==> src/rtl/rng_arbiter.sv <==
// rtl/rng_arbiter.sv - round-robin arbiter sharing one free-running rng word source
// Warms the generator up after reset/rewarm, then hands each fresh word to exactly one requester.
module rng_arbiter #(
  parameter int N_REQ  = 4,
  parameter int WIDTH  = 32,
  parameter int WARMUP = 64
) (
  input  logic             clk,
  input  logic             reset,
  input  logic             rewarm,
  output logic             rng_step,
  input  logic [WIDTH-1:0] rng_word,
  input  logic [N_REQ-1:0] req,
  output logic [N_REQ-1:0] gnt,
  output logic [WIDTH-1:0] rnd_out,
  output logic             rnd_valid,
  output logic             warm_done
);

  localparam int            PW        = (N_REQ > 1) ? $clog2(N_REQ) : 1;
  localparam int            CW        = $clog2(WARMUP) + 1;
  localparam logic [CW-1:0] WARM_LAST = CW'(WARMUP - 1);
  localparam logic [PW-1:0] PTR_LAST  = PW'(N_REQ - 1);

  typedef enum logic {WARM, SERVE} state_t;

  state_t           state, state_nxt;
  logic [CW-1:0]    warm_cnt, warm_cnt_nxt;
  logic [PW-1:0]    ptr, ptr_nxt, pick;
  logic [N_REQ-1:0] elig, gnt_nxt;
  logic             found, grant;

  // The requester holding gnt this cycle is masked so a held req cannot take two words in a row.
  assign elig = req & ~gnt;

  always_comb begin
    found = 1'b0;
    pick  = '0;
    for (int i = 0; i < N_REQ; i++) begin
      if (!found && elig[(int'(ptr) + i) % N_REQ]) begin
        found = 1'b1;
        pick  = PW'((int'(ptr) + i) % N_REQ);
      end
    end
  end

  assign grant     = (state == SERVE) && !rewarm && found;
  assign rng_step  = !reset && ((state == WARM) || grant);
  assign warm_done = (state == SERVE);

  always_comb begin
    state_nxt    = state;
    warm_cnt_nxt = warm_cnt;
    ptr_nxt      = ptr;
    gnt_nxt      = '0;
    case (state)
      WARM: begin
        if (rewarm) begin
          warm_cnt_nxt = '0;
        end else if (warm_cnt == WARM_LAST) begin
          state_nxt    = SERVE;
          warm_cnt_nxt = '0;
        end else begin
          warm_cnt_nxt = warm_cnt + CW'(1);
        end
      end
      SERVE: begin
        if (rewarm) begin
          state_nxt    = WARM;
          warm_cnt_nxt = '0;
        end else if (grant) begin
          gnt_nxt = N_REQ'(1) << pick;
          ptr_nxt = (pick == PTR_LAST) ? '0 : pick + PW'(1);
        end
      end
      default: state_nxt = WARM;
    endcase
  end

  always_ff @(posedge clk or posedge reset) begin
    if (reset) begin
      state     <= WARM;
      warm_cnt  <= '0;
      ptr       <= '0;
      gnt       <= '0;
      rnd_out   <= '0;
      rnd_valid <= 1'b0;
    end else begin
      state     <= state_nxt;
      warm_cnt  <= warm_cnt_nxt;
      ptr       <= ptr_nxt;
      gnt       <= gnt_nxt;
      rnd_valid <= grant;
      if (grant) rnd_out <= rng_word;
    end
  end

endmodule
==> config.mk <==
export PLATFORM = sky130hd
export DESIGN_NAME = rng_arbiter
export DESIGN_NICKNAME = d
export VERILOG_FILES = /design/src/rtl/rng_arbiter.sv
export SDC_FILE = /design/constraint.sdc
export NUM_CORES = 1
export LEC_CHECK = 0
export CAP_MARGIN = 5
export CELL_PAD_IN_SITES_DETAIL_PLACEMENT = 0
export CELL_PAD_IN_SITES_GLOBAL_PLACEMENT = 1
export CORE_AREA = 3 3 58 114
export DETAILED_ROUTE_END_ITERATION = 6
export DIE_AREA = 0 0 61 117
export GPL_ROUTABILITY_DRIVEN = 0
export GPL_TIMING_DRIVEN = 0
export PLACE_DENSITY_LB_ADDON = 0.15
export SETUP_SLACK_MARGIN = 0.5
export SYNTH_ARGS = -nofsm -noshare
export SYNTH_HDL_FRONTEND = slang
export SYNTH_SLANG_ARGS = --single-unit
==> constraint.sdc <==
create_clock -name clk -period 4.3 [get_ports clk]
set_clock_uncertainty 0.2 [all_clocks]
set_input_delay 0.86 -clock clk [delete_from_list [all_inputs] [get_ports clk]]
set_output_delay 0.86 -clock clk [all_outputs]
set_load 0.1 [all_outputs]
* Yosys cells after proc, flatten, opt, wreduce, memory -nomap -nowiden
Cells that the tools add are included.
** Storage, ports and cells
- Register bits after elaboration :: 47
- Output and inout bits :: 39
- Word-level logic and storage cells :: 73
** Cells by class
- Add/subtract/negate cells :: 5
- $lt $le $gt $ge :: 4
- Equality and inequality tests :: 3
- Shifts and indexed selects :: 1
- Multiplexer cells :: 31
- Bitwise operators :: 7
- Reductions and logical operators :: 16
** Operator list (count)
- $mux 7 :: 3
- $mux 1 :: 14
- $pmux 7 s2 :: 1
- $lt 3x4->1 const B :: 3
- $mux 4 :: 3
- $mux 2 :: 5
- $bmux 1 s2 :: 4
- $add 7x1->7 const B :: 1
- $eq 7x6->1 const B :: 1
- $logic_and 1x1->1 :: 6
- $reduce_or 2->1 :: 3
- $logic_not 1->1 :: 5
- $add 2x1->2 const B :: 2
- $add 2x2->2 const B :: 2
- $and 4x4->4 :: 1
- $not 4->4 :: 1
- $shl 1x2->4 const A :: 1
- $and 1x1->1 const A :: 3
- $lt 2x3->1 const B :: 1
- $reduce_and 3->1 :: 1
- $eq 2x2->1 const B :: 1
- $ne 2x2->1 const B :: 1
- $not 1->1 :: 2
- $pmux 1 s2 :: 1
- $logic_or 1x1->1 :: 1

* Longest topological paths before layout
Gate-level depths: netlist of the first run.
- Word-level depth :: 18
- Mapped depth :: 7
- Mapped depth without buffers :: 7

* Least setup slack after synthesis of the first run
OpenSTA, ideal clock, no wires.
- Kind :: register -> output
- From :: register gnt[1]
- To :: output rng_step
- Arrival :: 2.840 ns
- Data required time :: 3.240 ns
- Setup slack :: 0.400 ns
- Stages on the path, launching flop included :: 5
- Path buffers :: 0
- Path through :: dfrtp_1 or2b_4 nand4b_4 nand2b_1 a21oi_1
** On the way
- Word-level cells in the longest chain between the ends :: 17
- Elaborated cells between the ends (all ways) :: 26
** RTL lines
- from (decl) :: line 14 : output logic [N_REQ-1:0] gnt,
- from (signal assigned) :: line 92 : gnt <= gnt_nxt;
- $not 4->4 (*) :: line 34 : assign elig = req & ~gnt;
- $and 4x4->4 (*) :: line 34
- $bmux 1 s2 :: line 40 : if (!found && elig[(int'(ptr) + i) % N_REQ]) begin
- $mux 1 (not written as such) :: line 40
- $mux 1 :: line 40
- $logic_not 1->1 :: line 40
- $logic_and 1x1->1 :: line 40
- $mux 1 :: line 40
- $logic_not 1->1 :: line 40
- $logic_and 1x1->1 :: line 40
- $mux 1 :: line 40
- $logic_not 1->1 :: line 40
- $logic_and 1x1->1 :: line 40
- $mux 1 (*) :: line 40
- $logic_and 1x1->1 (*) :: line 47 : assign grant = (state == SERVE) && !rewarm && found;
- $logic_or 1x1->1 (*) :: line 48 : assign rng_step = !reset && ((state == WARM) || grant);
- $logic_and 1x1->1 (*) :: line 48
- to (decl) :: line 11 : output logic rng_step,
Every way passes the cells marked *; elsewhere a longest branch is shown, timed or not. The select of a mux whose other input is x is not followed.

* Final worst setup path of the first run
- From :: input req[1]
- To :: output rng_step
** On the way
- Word-level cells in the longest chain between the ends :: 16
- Elaborated cells between the ends (all ways) :: 25
** RTL lines
- from (decl) :: line 13 : input logic [N_REQ-1:0] req,
- $and 4x4->4 (*) :: line 34
- $bmux 1 s2 :: line 40
- $mux 1 (not written as such) :: line 40
- $mux 1 :: line 40
- $logic_not 1->1 :: line 40
- $logic_and 1x1->1 :: line 40
- $mux 1 :: line 40
- $logic_not 1->1 :: line 40
- $logic_and 1x1->1 :: line 40
- $mux 1 :: line 40
- $logic_not 1->1 :: line 40
- $logic_and 1x1->1 :: line 40
- $mux 1 (*) :: line 40
- $logic_and 1x1->1 (*) :: line 47
- $logic_or 1x1->1 (*) :: line 48
- $logic_and 1x1->1 (*) :: line 48
Marked as above.

==> impl_metrics.json, run 1 <==
{
  "drive_above_1_share": 0.2790,
  "max_freq_mhz": 275.5,
  "dieArea_sq_mm": 0.007137,
  "grt_pass1_vias": 1578,
  "multi_input_area_sq_um": 938.4,
  "slowest_delay_ns": 0.56,
  "synth_edf_count": 0,
  "drv_cap": 0,
  "die_h_um": 117,
  "ys_seq_area_frac": 0.5326,
  "remaining_drc_errors": 0,
  "firstDrtPassIters": 4,
  "wire_per_inst_um": 16.80,
  "slowest_stage": "clkdlybuf4s15_2",
  "crit_start": "req[1]",
  "root_buffer": "clkbuf_16",
  "maxSlewViolCount": 0,
  "drt_wl_total_um": 4939,
  "antenna_found_initial": 0,
  "drt_iter0_markers": 31,
  "muxShareOfSynthArea": 0.2170,
  "cts_tree": "built",
  "p_leak_nw": 1.572,
  "grtUsageTotal": 0.1473,
  "die_w_um": 61,
  "seqCellArea_sq_mm": 0.001176,
  "path_cells": "clkdlybuf4s50_1, or2b_4, nand4b_4, nand2b_1, a21oi_2, clkdlybuf4s15_2",
  "start_util": 0.3803,
  "grt_pass1_wl_um": 7700,
  "cts_htree_levels": 2,
  "clkLatencyLatePin_ns": 0.28,
  "grt_remaining_overflow": 0,
  "finalSetupViolations": 0,
  "area_growth_pct": 45.55,
  "arrival_ns": 2.57,
  "reg2reg_from": "gnt[2]$_DFF_PP0_",
  "fillerInstances": 482,
  "cts_buffers": 5,
  "via_per_inst": 4.997,
  "hold_viol_final": 0,
  "synth_area_sq_mm": 0.002208,
  "status": "completed",
  "min_path_type": "register to register",
  "fin_nets": 276,
  "clockBufferDepth": 2,
  "hpwlAfterDp_um": 3795,
  "drtAntennaViolNets": 0,
  "synth-compound-area-share": 0.05212,
  "ys.flop_type": "dfrtp_1",
  "fin_crit_ns": 3.630,
  "synth_top_family_by_area": "multiplexers",
  "instances_no_fill": 294,
  "cp_top_family": "buffers and inverters",
  "vias": 1469,
  "cts_sinks": 47,
  "ir_drop_mv": 0.1820,
  "core_sq_mm": 0.005807,
  "path_class": "input port to primary output",
  "syn-num-nets": 192,
  "grt_max_degree": 32,
  "ios": 78,
  "startpoint_type": "input port",
  "end_kind": "primary output",
  "ys_warn_count": 0,
  "slew_headroom": 0.3256,
  "clkTransAtPathRegs_ns": 0.06,
  "synth_seq_cells": 47,
  "crit_fanout": 7,
  "place_inst": 286,
  "rows": 39,
  "synth_xor_area_frac": 0.01190,
  "cp_num_buf_inv": 2,
  "timing.critical_path.required_ns": 3.24,
  "synth_cell_type_count": 35,
  "synthSimpleGateAreaFrac": 0.1139,
  "portBuffers": 76,
  "final_core_util": 0.5535,
  "syn-instance-count": 148,
  "tightest_slew_ns": 1.008,
  "post-route-period-util": 0.8443,
  "syn_area_per_cell_sq_um": 14.92,
  "hold_start": "rnd_out[4]$_DFFE_PP0N_",
  "pwr_density_cell_mw_per_mm2": 279.2,
  "tns_ns": 0,
  "n_antenna_cell": 0,
  "rsz0062_at_grt": "false",
  "post_synth_fa_ha_maj_area_fraction": 0.02833,
  "synthArstFlopShare": 1.000
}
synth_stat cells (all sizes together) (4+ instances only):
master,count,area share
o21ai,5,0.011
inv,5,0.0085
dfrtp,47,0.53
nor2b,4,0.018
and3,5,0.016
ha,5,0.028
mux2,32,0.21
nand2,4,0.014
nor2,8,0.014
buf,5,0.036
nand2b,4,0.016
nand3,4,0.0091
worst register-to-register path, cell delays in order, from the launching register on:
cell and delay [ns]:
dfrtp_1 0.37, nand2b_2 0.23, o221a_2 0.29, o22ai_1 0.33, inv_1 0.13, ha_1 0.31
nand3_1 0.06, o21ai_0 0.08
registers in the layout, indices dropped and copies added (netlist names):
signal,cells
rnd_out,32
warm_cnt,7
warm_done,1
gnt,4
ptr,2
rnd_valid,1
where the power goes:
part           leakage, nW  internal, mW  switching, mW
combinational        0.849        0.0428         0.0312
clock               0.0740         0.215          0.161
sequential           0.649         0.444        0.00302
cell families after synthesis:
logic type | Yosys count
XOR/XNOR | 3
flip-flops | 47
multiplexers | 33
buffers and inverters | 10
AND/OR/NAND/NOR | 34
adder cells (fa/ha/maj) | 5
AO/OA/AOI/OAI | 16
placed cells by master (no fill, tap or decap), types with 2 or more instances in the layout:
cell and count:
nand2b_1 2, clkdlybuf4s50_1 75, buf_12 4, clkinv_2 2
and3_2 4, mux2_2 3, inv_1 4, nor2b_1 2
dfrtp_1 47, o21ai_0 4, clkbuf_16 5, nor2_1 8
o22ai_1 2, o221a_2 2, mux2_4 29, xor2_1 2
nor2b_4 2, o22a_1 3, ha_1 5, nand2_1 3
nand3_1 4
worst paths after layout:
| path | cells after the start | slack (ns) | endpoint |
|---|---|---|---|
| max reg2reg | 7 | 2.18 | ptr[1]$_DFFE_PP0P_ |
| min | 1 | 0.31 | rnd_out[4]$_DFFE_PP0N_ |
| min reg2reg | 1 | 0.31 | rnd_out[4]$_DFFE_PP0N_ |
| min in group asynchronous | 2 | 0.73 | ptr[1]$_DFFE_PP0P_ |
| max | 6 | 0.67 | rng_step |
| max in group asynchronous | 3 | 2.68 | rnd_out[12]$_DFFE_PP0N_ |
metrics by stage:
step | hold slack, ns | power (mW) | cell area (sq um) | worst slack, ns
2_1_floorplan | 0.2665 | 0.4848 | 2212 | 1.010
3_3_place_gp | 0.2794 | 0.5254 | 3049 | 0.1191
3_5_place_dp | 0.2909 | 0.5304 | 3069 | 0.08292
4_1_cts | 0.3051 | 0.9152 | 3214 | 0.6619
5_1_grt | 0.3195 | 0.9397 | 3214 | 0.5794
6_report | 0.3073 | 0.8974 | 3214 | 0.6697
repair_timing:
item,4_1_cts,5_1_grt
resized for setup,3,0
endpoints found under the setup margin,1,0
setup buffers,0,0
hold buffers,0,0
metal layers:
layer	global-route usage	vias up	wire, um
li1	-	687	-
met1	0.1568	716	1812
met2	0.2652	58	2759
met3	0.03293	8	251
met4	0.06657	0	115
met5	0	-	0
cell type report:
| class | instances | share of cell area |
|---|---|---|
| buffer | 5 | 0.02452 |
| clock buffer | 5 | 0.03893 |
| clock inverter | 3 | 0.005839 |
| inverter | 5 | 0.005839 |
| multi-input combinational | 91 | 0.2919 |
| sequential | 47 | 0.3659 |
| tap | 61 | 0.02374 |
| timing repair buffer | 77 | 0.2433 |
No activity file was read; power rests on OpenSTA's default activity.
==> run 2: changes to the inputs <==
--- a/config.mk
+++ b/config.mk
@@ -8,9 +8,9 @@
 export CAP_MARGIN = 5
 export CELL_PAD_IN_SITES_DETAIL_PLACEMENT = 0
 export CELL_PAD_IN_SITES_GLOBAL_PLACEMENT = 1
-export CORE_AREA = 3 3 58 114
+export CORE_AREA = 3 3 60 117
 export DETAILED_ROUTE_END_ITERATION = 6
-export DIE_AREA = 0 0 61 117
+export DIE_AREA = 0 0 63 120
 export GPL_ROUTABILITY_DRIVEN = 0
 export GPL_TIMING_DRIVEN = 0
 export PLACE_DENSITY_LB_ADDON = 0.15
==> constraint.sdc (replaced) <==
create_clock -name clk -period 3.5 [get_ports clk]
set_clock_uncertainty 0.2 [all_clocks]
set_input_delay 0.7 -clock clk [delete_from_list [all_inputs] [get_ports clk]]
set_output_delay 0.7 -clock clk [all_outputs]
set_load 0.1 [all_outputs]
==> impl_metrics.json, run 2 (same netlist as run 1, synthesis figures left out) <==
{
  "die_w_um": 63,
  "clkLatencyLatePin_ns": 0.28,
  "startpoint_type": "input port",
  "vias": 1448,
  "p_leak_nw": 1.595,
  "n_antenna_cell": 0,
  "core_sq_mm": 0.006310,
  "hpwlAfterDp_um": 3688,
  "place_inst": 311,
  "arrival_ns": 2.01,
  "start_util": 0.3500,
  "max_freq_mhz": 343.5,
  "slew_headroom": 0.3312,
  "cts_tree": "built",
  "top_regs": "rnd_out (32), warm_cnt (7), gnt (4)",
  "clockBufferDepth": 2,
  "remaining_drc_errors": 0,
  "grt_pass1_wl_um": 7879,
  "post-route-period-util": 0.8318,
  "status": "completed",
  "drv_cap": 0,
  "tightest_slew_ns": 1.000,
  "rsz0062_at_grt": "false",
  "ios": 78,
  "firstDrtPassIters": 4,
  "dieArea_sq_mm": 0.007560,
  "largest_reg_flops": 32,
  "cp_top_family": "buffers and inverters",
  "die_h_um": 120,
  "final_core_util": 0.5229,
  "path_cells": "clkdlybuf4s50_1, or2b_4, nand4b_4, nand2b_1, a21oi_4, buf_12",
  "hold_start": "rnd_out[17]$_DFFE_PP0N_",
  "slowest_delay_ns": 0.48,
  "min_path_type": "register to register",
  "root_buffer": "clkbuf_16",
  "maxSlewViolCount": 0,
  "grt_pass1_vias": 1536,
  "slowest_stage": "clkdlybuf4s50_1",
  "drt_iter0_markers": 47,
  "wire_per_inst_um": 15.01,
  "antenna_found_initial": 0,
  "reg2reg_from": "gnt[2]$_DFF_PP0_",
  "regMostFlops": "rnd_out",
  "crit_fanout": 2,
  "instances_no_fill": 320,
  "final_common_cell": "clkdlybuf4s50_1",
  "cts_buffers": 5,
  "cts_sinks": 47,
  "area_growth_pct": 49.40,
  "cts_hold_buf": 0,
  "end_kind": "primary output",
  "path_class": "input port to primary output",
  "ir_drop_mv": 0.2204,
  "finalSetupViolations": 0,
  "drtAntennaViolNets": 0,
  "portBuffers": 76,
  "cp_num_buf_inv": 2,
  "drt_wl_total_um": 4803,
  "fin_crit_ns": 2.911,
  "grt_remaining_overflow": 0,
  "clkTransAtPathRegs_ns": 0.06,
  "timing.critical_path.required_ns": 2.60,
  "crit_start": "req[1]",
  "hold_viol_final": 0,
  "via_per_inst": 4.525,
  "fin_nets": 277,
  "rows": 41,
  "cts_htree_levels": 2,
  "grtUsageTotal": 0.1351,
  "grt_max_degree": 37,
  "final_cell_mix": "75 x clkdlybuf4s50_1, 47 x dfrtp_1, 29 x mux2_4",
  "drive_above_1_share": 0.2821,
  "pwr_density_cell_mw_per_mm2": 361.0
}
==> run 2: cell count changes in the layout (fill, tap and decap cells not counted), sizes merged <==
cell / delta
buf: +2
bufinv: +1
clkbuf: +1
clkdlybuf4s15: -1
clkinv: -1
inv: -1
==> run 2: per-stage QoR <==
stage | power, mW | worst slack [ns] | TNS, ns | instance area (sq um) | hold slack (ns)
after global routing | 1.238 | 0.5061 | 0 | 3299 | 0.3159
after CTS | 1.212 | 0.5743 | 0 | 3299 | 0.2979
after global placement | 0.6483 | -0.4178 | -0.4178 | 3088 | 0.2809
final | 1.191 | 0.5886 | 0 | 3299 | 0.3032
after floorplan | 0.5962 | 0.6277 | 0 | 2220 | 0.2665
after detailed placement | 0.6522 | -0.4260 | -0.4260 | 3108 | 0.2891
==> run 2: repair_timing <==
action,in CTS,in global routing
resized for setup,9,0
endpoints found under the setup margin,1,0
setup buffers,1,0
==> run 2: per-layer routing <==
layer,vias up,part of all wire,GRT usage
met1,712,0.37,0.1446
met3,7,0.052,0.03464
met4,0,0.016,0.05394
met2,46,0.56,0.2469
met5,-,0,0
li1,683,-,-
==> run 2: path summary, 6_finish.rpt <==
kind	end	slack, ns	cells after the start
hold reg to reg	rnd_out[17]$_DFFE_PP0N_	0.30	1
setup reg to reg	ptr[1]$_DFFE_PP0P_	1.41	7
max in group asynchronous	rnd_out[9]$_DFFE_PP0N_	2.07	3
min in group asynchronous	rnd_out[24]$_DFFE_PP0N_	0.55	2
hold / removal	rnd_out[17]$_DFFE_PP0N_	0.30	1
setup / recovery	rng_step	0.59	6
==> run 2: worst register-to-register path, stage by stage (launching register included) <==
cell	delay, ns
dfrtp_1	0.36
nand2b_2	0.23
o221a_2	0.28
o22ai_1	0.32
inv_1	0.12
ha_1	0.32
nand3_1	0.07
o21ai_0	0.07
==> run 2: layout make-up <==
type                    instances  area [sq um]
multi-input cells              91         945.9
clock inverters                 2         35.03
fillers                       563          3010
clock buffers                   6         138.9
inverters                       5         18.77
repair buffers                 78         798.3
plain buffers                   5         78.83
flip-flops and latches         47          1176
well taps                      86         107.6
==> run 2: report_power, final <==
part / internal [mW] / switching, mW
combinational: 0.0547 / 0.0382
clock: 0.355 / 0.194
sequential: 0.546 / 0.00339
